==> src/rtl/fetch_pkg.sv <==
// Shared types and constants for the instruction-fetch stage.
package fetch_pkg;

    typedef enum logic {
        RUN  = 1'b0,
        HALT = 1'b1
    } fetch_state_t;

    localparam int unsigned PC_STEP       = 1;
    localparam int unsigned INSTR_W       = 32;
    localparam int unsigned DEF_ADDR_W    = 32;
    localparam int unsigned FETCH_ENTRY_W = DEF_ADDR_W + INSTR_W;

endpackage

==> src/rtl/fetch_fifo.sv <==
// Small circular FIFO of fetched {pc, instr} entries; flush wins over push/pop.
module fetch_fifo #(
    parameter int unsigned DEPTH = 2,
    parameter int unsigned W     = fetch_pkg::FETCH_ENTRY_W,
    localparam int unsigned CNT_W = $clog2(DEPTH + 1)
) (
    input  logic             clk,
    input  logic             rst_n,
    input  logic             push,
    input  logic             pop,
    input  logic             flush,
    input  logic [W-1:0]     din,
    output logic [CNT_W-1:0] count,
    output logic [W-1:0]     head
);

    localparam int unsigned PTR_W = $clog2(DEPTH);

    logic [W-1:0]     mem [DEPTH];
    logic [PTR_W-1:0] rd_ptr;
    logic [PTR_W-1:0] wr_ptr;
    logic [CNT_W-1:0] count_q;
    logic             push_ok;
    logic             pop_ok;

    // Guard against overflow/underflow; a full FIFO may still push when popping.
    always_comb begin
        pop_ok  = pop & (count_q != '0);
        push_ok = push & ((count_q < CNT_W'(DEPTH)) | pop_ok);
    end

    // Storage, pointers and occupancy.
    always_ff @(posedge clk or negedge rst_n) begin
        if (!rst_n) begin
            for (int i = 0; i < int'(DEPTH); i++) begin
                mem[i] <= '0;
            end
            rd_ptr  <= '0;
            wr_ptr  <= '0;
            count_q <= '0;
        end else if (flush) begin
            rd_ptr  <= '0;
            wr_ptr  <= '0;
            count_q <= '0;
        end else begin
            if (push_ok) begin
                mem[wr_ptr] <= din;
                wr_ptr      <= wr_ptr + PTR_W'(1);
            end
            if (pop_ok) begin
                rd_ptr <= rd_ptr + PTR_W'(1);
            end
            count_q <= count_q + CNT_W'(push_ok) - CNT_W'(pop_ok);
        end
    end

    assign count = count_q;
    assign head  = mem[rd_ptr];

endmodule

==> src/rtl/fetch_stage.sv <==
// Instruction fetch: owns the PC, captures memory data, buffers it toward decode.
module fetch_stage
    import fetch_pkg::*;
#(
    parameter int unsigned ADDR_W    = 32,
    parameter int unsigned MEM_WORDS = 1024,
    parameter int unsigned RESET_PC  = 0,
    parameter int unsigned DEPTH     = 2
) (
    input  logic              clk,
    input  logic              rst_n,
    output logic [ADDR_W-1:0] Read_PC,
    input  logic [31:0]       Instruction,
    input  logic              redirect_en,
    input  logic [ADDR_W-1:0] redirect_pc,
    input  logic              halt_req,
    output logic              if_valid,
    input  logic              if_ready,
    output logic [31:0]       if_instr,
    output logic [ADDR_W-1:0] if_pc,
    output logic              halted
);

    localparam int unsigned ENTRY_W = ADDR_W + INSTR_W;
    localparam int unsigned CNT_W   = $clog2(DEPTH + 1);

    fetch_state_t        state_q;
    fetch_state_t        state_d;
    logic [ADDR_W-1:0]   pc_q;
    logic [ADDR_W-1:0]   pc_d;
    logic [CNT_W-1:0]    count;
    logic [ENTRY_W-1:0]  head;
    logic                push;
    logic                pop;

    assign pop = if_valid & if_ready;

    // State register.
    always_ff @(posedge clk or negedge rst_n) begin
        if (!rst_n) begin
            state_q <= RUN;
        end else begin
            state_q <= state_d;
        end
    end

    // Next state and push decision; redirect overrides halt in both states.
    always_comb begin
        state_d = state_q;
        push    = 1'b0;
        case (state_q)
            RUN: begin
                if (halt_req && !redirect_en) begin
                    state_d = HALT;
                end
                push = !halt_req && !redirect_en &&
                       ((count < CNT_W'(DEPTH)) || pop);
            end
            HALT: begin
                if (!halt_req || redirect_en) begin
                    state_d = RUN;
                end
            end
            default: state_d = RUN;
        endcase
    end

    // Next PC: redirect target reduced into range, else sequential with wrap.
    always_comb begin
        pc_d = pc_q;
        if (redirect_en) begin
            pc_d = redirect_pc % ADDR_W'(MEM_WORDS);
        end else if (push) begin
            pc_d = (pc_q == ADDR_W'(MEM_WORDS - 1)) ? '0 : pc_q + ADDR_W'(PC_STEP);
        end
    end

    // PC register.
    always_ff @(posedge clk or negedge rst_n) begin
        if (!rst_n) begin
            pc_q <= ADDR_W'(RESET_PC);
        end else begin
            pc_q <= pc_d;
        end
    end

    fetch_fifo #(
        .DEPTH (DEPTH),
        .W     (ENTRY_W)
    ) u_fifo (
        .clk   (clk),
        .rst_n (rst_n),
        .push  (push),
        .pop   (pop),
        .flush (redirect_en),
        .din   ({pc_q, Instruction}),
        .count (count),
        .head  (head)
    );

    assign Read_PC  = pc_q;
    assign if_valid = (count != '0);
    assign if_pc    = head[ENTRY_W-1 -: ADDR_W];
    assign if_instr = head[INSTR_W-1:0];
    assign halted   = (state_q == HALT) && (count == '0);

endmodule

==> config.mk <==
export PLATFORM = sky130hd
export DESIGN_NAME = fetch_stage
export DESIGN_NICKNAME = d
export VERILOG_FILES = /design/src/rtl/fetch_pkg.sv /design/src/rtl/fetch_fifo.sv /design/src/rtl/fetch_stage.sv
export SDC_FILE = /design/constraint.sdc
export NUM_CORES = 1
export LEC_CHECK = 0
export CAP_MARGIN = 20
export CORE_MARGIN = 2
export CORE_UTILIZATION = 40
export CTS_BUF_LIST = sky130_fd_sc_hd__clkbuf_8
export CTS_CLUSTER_DIAMETER = 50
export DETAILED_ROUTE_END_ITERATION = 6
export GPL_ROUTABILITY_DRIVEN = 1
export GPL_TIMING_DRIVEN = 0
export MAX_ROUTING_LAYER = met4
export PLACE_DENSITY = 0.75
export SLEW_MARGIN = 40
export SYNTH_ARGS = -nofsm -noshare
export SYNTH_HDL_FRONTEND = slang
export SYNTH_HIERARCHICAL = 1
export SYNTH_SLANG_ARGS = --single-unit
==> constraint.sdc <==
create_clock -name clk -period 6.6 [get_ports clk]
set_input_delay 0.99 -clock clk [delete_from_list [all_inputs] [get_ports clk]]
set_output_delay 0.99 -clock clk [all_outputs]
set_load 0.05 [all_outputs]
; ---- Word-level counts from Yosys, hierarchy flattened
; Cells that the tools add are included.
[word_totals]
ff_bits = 165
input_bits = 69
wordCells = 58
out_inout_bits = 98
[classes]
bitwise_logic = 8
eq_ne = 1
reduce_logical = 15
mux = 18
magnitude_cmp = 4
add_sub_neg = 5
[ops]
columns = operator, count
row1 = 2-to-1 mux 64 bit, 4
row2 = bitwise mux 128 bit, 1
row3 = 2-to-1 mux 32 bit, 3
row4 = demux 64 bit (select 1 bit), 1
row5 = "adder 32 x 1 -> 32 bit, second input constant", 1
row6 = "== test 32 x 10 -> 1 bit, second input constant", 1
row7 = nonzero test 2 bit, 4
row8 = 2-to-1 mux 1 bit, 7
row9 = logical AND 1 bit, 5
row10 = "greater-or-equal comparator 2 bit, second input constant", 2
row11 = inverter 1 -> 2 bit, 2
row12 = bitwise AND 1 bit, 3
row13 = "adder 1 bit, second input constant", 2
row14 = adder 2 x 1 -> 2 bit, 1
row15 = zero test 1 bit, 2
row16 = zero test 2 bit, 1
row17 = logical OR 1 bit, 2
row18 = "< comparator 2 x 1 -> 1 bit, second input constant", 1
row19 = "< comparator 2 bit, second input constant", 1
row20 = 2-to-1 mux 2 bit, 1
row21 = inverter 1 bit, 2
row22 = case mux 1 bit (2 select lines), 1
row23 = AND reduction 2 bit, 1
row24 = subtractor 2 x 1 -> 2 bit, 1
row25 = bitwise OR 1 bit, 1

; ---- Longest topological paths before layout
; Gate-level depths: netlist of the first run.
[depth]
ltp_word = 9
ltp_mapped = 9
depth_no_buf = 9

; ---- By module
; The synthesis of the first run kept the hierarchy.
[modules_own_cells]
columns = mod, seq_area_each_um2, cells_per_inst, area_each_um2, n_inst
row1 = fetch_fifo, 3303.2, 363, 5894.4, 1
row2 = fetch_stage, 825.8, 237, 2043.2, 1

; ---- Least setup slack after synthesis of the first run
; Ideal clock, no wire load.
[synth_path]
path_type = input to register
startpoint = in halt_req
endpoint = reg u_fifo/mem[100] (netlist name)
arrival_ps = 2735
cell_stages = 6
path_slack_ps = 3740
n_path_buf = 1
setup_time_ps = 125
t_required_ps = 6475
path_cell_list = or2_1 nor3_2 inv_1 nor4_4 buf_6 mux2_4
[synth_between]
elab_chain_len = 6
[synth_rtl]
columns = element, line_no
row1 = start: declaration, fetch_stage.sv:16  ; input logic halt_req,
row2 = zero test 1 bit, fetch_stage.sv:56  ; push = !halt_req && !redirect_en &&
row3 = logical AND 1 bit (2 in a row), fetch_stage.sv:56
row4 = 2-to-1 mux 1 bit, fetch_stage.sv:51  ; case (state_q)
row5 = named net push, fetch_stage.sv:33  ; logic push;
row6 = bitwise AND 1 bit, fetch_fifo.sv:29  ; push_ok = push & ((count_q < CNT_W'(DEPTH)) | pop_ok);
row7 = AND reduction 2 bit (no line), -
row8 = end signal: indexed assignment, fetch_fifo.sv:47  ; mem[wr_ptr] <= din;
row9 = end: declaration, fetch_fifo.sv:19  ; logic [W-1:0] mem [DEPTH];
; The timed path passes the listed nets, and every way through them passes these cells.
; A chain may end at the register's enable or synchronous reset.

; ---- Final worst setup path of the first run
[layout_path]
startpoint = reg u_fifo.rd_ptr
endpoint = out if_pc[11]
[layout_between]
elab_chain_len = 4
[layout_rtl]
columns = element, line_no
row1 = start: declaration, fetch_fifo.sv:20  ; logic [PTR_W-1:0] rd_ptr;
row2 = start signal: assignment, fetch_fifo.sv:51  ; rd_ptr <= rd_ptr + PTR_W'(1);
row3 = inverter 1 -> 2 bit (implied by the code), fetch_fifo.sv:58  ; assign head = mem[rd_ptr];
row4 = 2-to-1 mux 64 bit (implied by the code) (3 in a row), fetch_fifo.sv:58
row5 = end: declaration, fetch_stage.sv:20  ; output logic [ADDR_W-1:0] if_pc,
; Every way passes these cells. The select of a mux whose other input is x is not followed.

==> impl_metrics.csv, run 1 <==
group,metric,value,unit
sta,final_hold_viol_count,0,
floorplan,io_pins,167,
power_and_ir_drop,clkPwrFrac,26.5,%
clock_network,cts_hold_buffers,0,
placement,gp_congestion,0.8623,
clock_network,post_cts_buffers,0,
power_and_ir_drop,p_leak,0.004469,uW
sta,slew_violations,0,
power_and_ir_drop,switching_power,936.1,uW
synthesis,yosys-top-cells-area,"dfrtp_1 (52%), mux2_2 (21%), mux2_4 (7.6%)",
critical_path,worst_setup_path_end_kind,"output port",
clock_network,cts_resized,0,
global_routing,grt-ovfl-total,0,
synthesis,synth_fa_ha_area_share,0.4729,%
cells_and_area,drive_gt1_share,33.08,%
synthesis,synth_top_family_by_area,"multiplexers",
floorplan,core_area,19460,um^2
worst_hold_path,hold_path_class,"in2async",
clock_network,tritoncts,"yes",
cells_and_area,layoutNonFillerInstCount,1042,
sta,finalSetupViolCount,0,
power_and_ir_drop,vdd_drop_max,0.0001758,V
sta,finalCritPeriodShare,59.33,%
cells_and_area,fillers,1741,
sta,rsz0062_at_grt,"no",
sta,skew,0.008284,ns
synthesis,syn_area,7938,um^2
clock_network,clk_pin_slew,0.09,ns
floorplan,die_x,144.9,um
cells_and_area,stdcell_area,10190,um^2
critical_path,crit_fanout,10,
cells_and_area,synthToLayoutAreaGrowth,28.33,%
floorplan,initial_core_util,40.78,%
global_routing,grt_pass1_vias,5579,
synthesis,synth_nets,672,
power_and_ir_drop,seq_power_share,43.2,%
synthesis,postSynthCellCount,600,
critical_path,arrival,2.93,ns
synthesis,avgSynthCellArea,13.23,um^2
cells_and_area,nNetsFinal,838,
detailed_routing,drc,0,
critical_path,critPathLaunchType,"flip-flop",
floorplan,die_h,144.9,um
clock_network,cts_inserted_buffers,17,
global_routing,grt_max_degree,73,
detailed_routing,drt_iter0_markers,276,
critical_path,path_cells,"clkbuf_1, buf_2, mux2_2, clkdlybuf4s50_1",
power_and_ir_drop,switching_share,32.62,%
placement,post_dp_cell_area,9778,um^2
critical_path,cp_slowest_stage_delay,0.73,ns
power_and_ir_drop,finalPower,2869,uW
synthesis,synth.distinct_cells,51,
sta,setup_tns,0,ns
critical_path,path_buf_inv,3,
clock_network,cts-root-buf,"clkbuf_8",
synthesis,yosysWarnings,6,
synthesis,synth_compound_area_share,4.492,%
synthesis,synth-async-reset-ratio,100.0,%
critical_path,crit_type,"reg2out",
power_and_ir_drop,pwr-share-comb,30.2,%
synthesis,synth_mux_area_share,29.13,%
critical_path,crit_required,5.61,ns
power_and_ir_drop,internal_power,1933,uW
status,outcome,"complete, no violations",
synthesis,synth-xor-area-share,1.765,%
clock_network,htree_levels,4,
synthesis,synth_top_flop_cell,"dfrtp_1",
synthesis,yosys.area_share.simple,9.458,%
clock_network,clkLatencyLatePin,0.45,ns
global_routing,antenna_found_initial,0,
detailed_routing,vias_per_cell,5.279,
critical_path,slowest_stage,"clkdlybuf4s50_1",
floorplan,fp-row-count,51,
detailed_routing,vias,5501,
synthesis,ys_ff_latch,165,
cells_and_area,layout_commonest_cell,"dfrtp_1",
clock_network,clock_sinks,165,
power_and_ir_drop,powerDensity,281.7,nW/um^2
synthesis,synth_top_area_share,52.02,%
placement,place_hpwl,13660,um
placement,io_buffer_count,144,
synthesis,synth_edf_count,0,
run,cap_violations,0,
global_routing,track_usage,20.17,%
sta,relSlewSlack,51.10,%
detailed_routing,ant_nets,0,
critical_path,path_delay_family,"buffers and inverters",
clock_network,clockBufferDepth,2,
sta,tightest_slew,0.7336,ns
sta,post-route-min-period,3.916,ns
detailed_routing,routed_wl,19560,um
sta,fmax,255.4,MHz
global_routing,grt_pass1_wl,31160,um
floorplan,die-area,20990,um^2
cells_and_area,n_antenna_cell,0,
detailed_routing,drtPass1Iterations,4,
synthesis,yosys.area.top_type,"dfrtp_1",
cells_and_area,mostFrequentLayoutCells,"dfrtp_1 (165), mux2_2 (150), clkdlybuf4s50_1 (143)",
synthesis,yosysSeqAreaShare,52.02,%
detailed_routing,wl_per_cell,18.77,um
placement,place_inst,1012,
==> kinds of logic (layout without fill, tap and decap cells) <==
group / Yosys count / count (layout)
buffers and inverters: 39 / 216
flip-flops: 165 / 165
AO/OA/AOI/OAI: 57 / 57
adder cells (fa/ha/maj): 3 / 3
multiplexers: 192 / 192
XOR/XNOR: 16 / 16
AND/OR/NAND/NOR: 128 / 128
==> cells in the mapped netlist, types with 4 or more instances <==
cell type / n
a21oi_1: 16
a31oi_1: 11
and3_1: 6
and4_1: 4
buf_2: 16
buf_6: 6
clkbuf_1: 8
dfrtp_1: 165
inv_1: 9
mux2_2: 150
mux2_4: 40
nand2_1: 28
nand3_1: 11
nand4_1: 12
nor2_1: 22
nor2b_1: 4
nor3_1: 6
nor4_1: 9
o21ai_0: 7
o21ai_1: 5
xnor2_1: 9
xor2_1: 7
==> layer usage <==
metal | wire length (um) | global-route usage (%) | up-vias
met2 | 8947 | 30.09 | 177
li1 | - | - | 2524
met5 | 0 | - | -
met4 | 363 | 6.694 | 0
met1 | 9069 | 27.32 | 2773
met3 | 1181 | 4.640 | 27
==> worst register-to-register path, delay by kind of cell, from the launching register on <==
kind,cells,cell delay (ns)
buffers and inverters,3,0.64
muxes,1,0.33
DFF,1,0.40
and+or+nand+nor,3,1.07
==> state kept, by name, summed over array words and instances, names as in the netlist <==
| register | flops |
|---|---|
| u_fifo/rd_ptr | 1 |
| u_fifo/mem | 128 |
| u_fifo/count | 2 |
| Read_PC | 32 |
| state_q | 1 |
| u_fifo/wr_ptr | 1 |
==> worst paths after layout <==
kind | from | end | slack [ns] | depth (start not counted)
max | u_fifo/rd_ptr | if_pc[11] | 2.68 | 4
min | rst_n | u_fifo/mem[61] | 0.38 | 1
max in group asynchronous | rst_n | u_fifo/mem[0] | 5.26 | 3
min reg2reg | u_fifo/mem[116] | u_fifo/mem[116] | 0.50 | 1
max reg2reg | state_q | u_fifo/mem[122] | 4.04 | 7
min in group clk | u_fifo/mem[116] | u_fifo/mem[116] | 0.50 | 1
==> stage by stage <==
stage / hold WS [ns] / setup slack [ns] / util, %
2_1_floorplan: 0.4541 / 3.740 / -
6_report: 0.3815 / 2.684 / 52.34
3_5_place_dp: 0.4788 / 2.975 / 50.24
4_1_cts: 0.3619 / 2.638 / 52.34
3_3_place_gp: 0.4631 / -2.317 / 49.89
5_1_grt: 0.3677 / 2.550 / 52.34
==> power groups by stage <==
stage          sequential, uW  combinational, uW  clock, uW
2_1_floorplan            1250                587          0
3_3_place_gp             1250                860          0
3_5_place_dp             1260                872          0
4_1_cts                  1240                876        783
5_1_grt                  1260                910        824
6_report                 1240                868        761
==> final cells by class <==
cell class / count / area (um^2) / share of cell area, %
Clock inverter: 10 / 132.6 / 1.302
Sequential cell: 165 / 4129 / 40.54
Inverter: 9 / 33.78 / 0.3317
Buffer: 30 / 177.7 / 1.744
Timing Repair Buffer: 147 / 1509 / 14.81
Multi-Input combinational cell: 396 / 3597 / 35.32
Tap cell: 265 / 331.6 / 3.255
Clock buffer: 20 / 275.3 / 2.702
Note: power is estimated with default switching activity, not from simulation.
==> inputs of run 2 (changes only) <==
- clock period: 6.6 -> 4.1 ns (I/O delays scaled with it)
==> impl_metrics.csv, run 2 (synthesized netlist as in run 1, its figures left out) <==
group,metric,value,unit
status,outcome,"complete, no violations",
global_routing,grt_pass1_wl,31170,um
cells_and_area,layout_commonest_cell,"dfrtp_1",
clock_network,htree_levels,4,
worst_hold_path,worstHoldStart,"u_fifo/mem[116]",
detailed_routing,drtPass1Iterations,4,
critical_path,crit_required,3.48,ns
cells_and_area,drive_gt1_share,33.03,%
clock_network,clkLatencyLatePin,0.46,ns
detailed_routing,drt_iter0_markers,263,
detailed_routing,routed_wl,19540,um
clock_network,cts-root-buf,"clkbuf_8",
critical_path,cp_slowest_stage_delay,0.74,ns
detailed_routing,vias_per_cell,5.293,
placement,io_buffer_count,144,
placement,place_hpwl,13660,um
cells_and_area,stdcell_area,10200,um^2
detailed_routing,ant_nets,0,
run,cap_violations,0,
sta,rsz0062_at_grt,"no",
placement,gp_congestion,0.8623,
sta,relSlewSlack,50.79,%
critical_path,critPathLaunchType,"flip-flop",
placement,post_dp_cell_area,9778,um^2
sta,post-route-min-period,3.550,ns
global_routing,track_usage,20.17,%
worst_hold_path,hold_path_class,"reg2reg",
sta,tightest_slew,0.7382,ns
clock_network,cts_hold_buffers,1,
floorplan,io_pins,167,
power_and_ir_drop,powerDensity,453.1,nW/um^2
floorplan,die-area,20990,um^2
critical_path,slowest_stage,"clkdlybuf4s50_1",
power_and_ir_drop,finalPower,4620,uW
global_routing,grt-ovfl-total,0,
power_and_ir_drop,p_leak,0.004473,uW
detailed_routing,wl_per_cell,18.74,um
sta,finalCritPeriodShare,86.59,%
sta,fmax,281.7,MHz
critical_path,r2r-start,"state_q",
clock_network,post_cts_buffers,0,
cells_and_area,mostFrequentLayoutCells,"dfrtp_1 (165), mux2_2 (150), clkdlybuf4s50_1 (143)",
cells_and_area,synthToLayoutAreaGrowth,28.45,%
critical_path,arrival,2.94,ns
detailed_routing,drc,0,
clock_network,cts_resized,0,
sta,skew,0.008932,ns
power_and_ir_drop,vdd_drop_max,0.0002831,V
critical_path,crit_type,"reg2out",
floorplan,fp-row-count,51,
cells_and_area,largest_reg_flops,128,
clock_network,clock_sinks,165,
sta,final_hold_viol_count,0,
floorplan,die_h,144.9,um
clock_network,clockBufferDepth,2,
critical_path,path_cells,"clkbuf_1, buf_2, mux2_2, clkdlybuf4s50_1",
critical_path,worst_setup_path_end_kind,"output port",
detailed_routing,vias,5521,
cells_and_area,largest-register,"u_fifo/mem",
global_routing,grt_pass1_vias,5583,
floorplan,core_area,19460,um^2
sta,finalSetupViolCount,0,
critical_path,path_buf_inv,3,
clock_network,clk_pin_slew,0.09,ns
global_routing,antenna_found_initial,0,
critical_path,path_delay_family,"buffers and inverters",
sta,slew_violations,0,
floorplan,die_x,144.9,um
cells_and_area,nNetsFinal,839,
cells_and_area,n_antenna_cell,0,
floorplan,initial_core_util,40.78,%
clock_network,tritoncts,"yes",
clock_network,cts_inserted_buffers,17,
global_routing,grt_max_degree,73,
critical_path,crit_fanout,10,
critical_path,worstSetupStartpoint,"u_fifo/rd_ptr",
## run 2: layer usage
metal	GRT usage (%)	part of all wire [%]
met5	-	0
met4	6.694	2.0
met3	4.640	5.9
met2	30.16	46
met1	27.25	46
## run 2: where the power goes
| part | switching (uW) | internal [uW] | leakage [uW] | total, uW |
|---|---|---|---|---|
| sequential | 140 | 1860 | 0.00216 | 2000 |
| combinational | 781 | 617 | 0.00210 | 1400 |
| clock | 586 | 640 | 0.000213 | 1230 |
## run 2: layout make-up
type                    count  area, um^2
clock buffers              20       275.3
multi-input cells         396        3597
well taps                 265       331.6
fillers                  1740        9266
plain buffers              30       177.7
flip-flops and latches    165        4129
clock inverters            10       132.6
repair buffers            148        1519
inverters                   9       33.78
## run 2: stage by stage
step / TNS, ns / hold slack [ns] / worst slack, ns / utilization (%) / std cells
floorplan: 0 / 0.3194 / 1.615 / - / 600
global placement: -730.96 / 0.4631 / -4.442 / 49.89 / 1009
detailed placement: 0 / 0.4788 / 0.8496 / 50.24 / 1012
CTS: 0 / 0.4978 / 0.5128 / 52.39 / 1043
global route: 0 / 0.5172 / 0.4250 / 52.39 / 1043
finish: 0 / 0.4988 / 0.5498 / 52.39 / 1043
## run 2: final timing paths
| path | to | slack, ns | cells past startpoint |
|---|---|---|---|
| worst max-delay path | if_pc[11] | 0.55 | 4 |
| worst min-delay path | u_fifo/mem[116] | 0.50 | 1 |
| worst max register to register | u_fifo/mem[122] | 1.56 | 7 |
| worst min register to register | u_fifo/mem[116] | 0.50 | 1 |
| max in group asynchronous | u_fifo/mem[0] | 2.53 | 4 |
| min in group asynchronous | u_fifo/mem[61] | 0.61 | 2 |
==> variant: new RTL, settings of run 1 <==
`ADDR_W`: 32 -> 48.
--- a/src/rtl/fetch_stage.sv
+++ b/src/rtl/fetch_stage.sv
@@ -2,7 +2,7 @@
 module fetch_stage
     import fetch_pkg::*;
 #(
-    parameter int unsigned ADDR_W    = 32,
+    parameter int unsigned ADDR_W    = 48,
     parameter int unsigned MEM_WORDS = 1024,
     parameter int unsigned RESET_PC  = 0,
     parameter int unsigned DEPTH     = 2
Ports: changed (resized Read_PC, if_pc and redirect_pc); port bits go from 167 to 215. No check against the original RTL was run, so the function may have changed too.
==> variant against run 1 <==
- utilization increased by 0.85 points
- sequential cell count is 48 higher
- total power is 55% higher
- hold slack got worse by 0.043 ns
- wire length rose by 42%
- worst setup slack lost 0.46 ns
- design area grew 32%
- fmax down 10%
- non-clock buffer count rose by 55
- area after synthesis grew 30%
- highest routed layer unchanged
==> variant: results (changes against run 1) <==
run status=finished, final reports clean (unchanged); initial antenna violation count=0 (unchanged); post-synthesis cell type count=56 (was 51); CTS resizes=0 (unchanged); vias in the first global route=7692 (was 5579); R2R Setup Slk=3.02 ns (was 4.04 ns); Max FO, Critical Path=10 (unchanged); CTS clk-pin slew, worst paths=0.06 ns (was 0.09 ns); Max stage delay cell, worst path=nor4_4 (was clkdlybuf4s50_1); drt first pass iters=5 (was 4); H-Tree Depth=2 (was 4); CTS Sinks=213 (was 165); initial DRC count=564 (was 276); Starting Density=0.408 (about the same); Critical Path Start=redirect_en (was u_fifo/rd_ptr); WL/cell=19.6 microns (was 18.8 microns); largest net degree at the start of global routing=75 (was 73); Min-Delay Path Class=primary input to async pin (unchanged); max frequency=229 MHz (was 255 MHz); final hold slack=0.338 ns (was 0.381 ns); CTS Root Cell=clkbuf_8 (unchanged); synth top area cells=dfrtp_1 (52%), mux2_2 (25%), nor4_1 (1.7%), nand4_1 (1.6%), nand3_1 (1.2%) (was dfrtp_1 (52%), mux2_2 (21%), mux2_4 (7.6%), nand2_1 (1.3%), nor2_1 (1.0%)); CP peak stage delay=0.71 ns (was 0.73 ns); Clk Latency, worst-skew pair=0.54 ns (was 0.45 ns); clk_skew=0.0238 ns (was 0.00828 ns); fin cells=1412 (was 1042); crit-path leading delay family=buffers and inverters (unchanged); hpwl dp=19400 microns (was 13700 microns); antenna cells=0 (unchanged); register area share after synthesis=0.517 (was 0.520); Yosys Warn Count=6 (unchanged); worst r2r dst=u_fifo/mem[103] (was u_fifo/mem[122]); worst slack, placed=1.73 ns (was 2.97 ns); number of flip-flops in the largest register=160 (was 128); share of cells above drive strength 1=0.315 (was 0.331); first-pass GRT wire length=42900 microns (was 31200 microns); Post-CTS Setup Bufs=0 (unchanged); GR Overflow Total=0 (unchanged); P_leak=0.00582 uW (was 0.00447 uW); Max rail drop VDD=0.246 mV (was 0.176 mV); Critical Path AT=4.78 ns (was 2.93 ns); setup_tns=0 ns (unchanged); Final #Nets=1142 (was 838); Total GRT Usage=0.211 (was 0.202); IO buf count=176 (was 144); TritonCTS Buffers=39 (was 17); placed insts=1343 (was 1012); worst slew pin tran=0.801 ns (was 0.734 ns); GPL Wtd Cong=0.936 (was 0.862); Reg2Reg Depth=9 (was 7); RR Startpoint=state_q (unchanged); post-place instance area=0.0126 sq mm (was 0.00978 sq mm); DR vias/cell=5.48 (was 5.28); CTS max path bufs=3 (was 2); Mapped Avg Cell Area=12.4 sq um (was 13.2 sq um); top cells by count, synth=mux2_2 (232), dfrtp_1 (213), nand2_1 (29) (was dfrtp_1 (165), mux2_2 (150), mux2_4 (40)); Filler cells=2210 (was 1741); syn_nets=922 (was 672)
==> variant: cell types whose count changed after synthesis, moves of 17 or more <==
cell,change
mux2_2,+82
dfrtp_1,+48
o21ai_0,+18
mux2_4,-40
nor4_1,+19
clkbuf_1,+17
==> variant: cells by family after synthesis <==
| kind of cell | count (synthesis) | share of synthesized area |
|---|---|---|
| DFF | 213 | 0.517 |
| xor gates and xnor gates | 15 | 0.0128 |
| and+or+nand+nor | 212 | 0.120 |
| adders and majority gates | 3 | 0.00364 |
| buffers and inverters | 66 | 0.0284 |
| AOI/OAI and AO/OA | 83 | 0.0537 |
| muxes | 242 | 0.264 |
==> variant: area by class of cell <==
| class | instances | area [sq um] | area share |
|---|---|---|---|
| clock buffer | 52 | 716 | 0.0533 |
| buffer | 53 | 250 | 0.0186 |
| clock inverter | 17 | 153 | 0.0114 |
| multi-input combinational | 555 | 4680 | 0.348 |
| sequential | 213 | 5330 | 0.397 |
| tap | 330 | 413 | 0.0307 |
| inverter | 13 | 48.8 | 0.00363 |
| timing repair buffer | 179 | 1840 | 0.137 |
==> variant: per-layer routing <==
metal	vias up	track usage	wire length, microns
met4	0	0.0727	744
met1	3826	0.270	12100
met3	69	0.0437	1860
met5	-	-	0
li1	3555	-	-
met2	290	0.333	13000
==> variant: worst max path at each step <==
stage,to
floorplan,u_fifo/mem[135]
global placement,u_fifo/mem[151]
detailed placement,u_fifo/mem[103]
CTS,u_fifo/mem[103]
global route,u_fifo/mem[103]
finish,u_fifo/mem[103]
==> variant: power by group <==
group / internal, uW / total [uW] / switching, uW
clock: 820 / 1370 / 546
combinational: 591 / 1410 / 815
sequential: 1560 / 1690 / 132
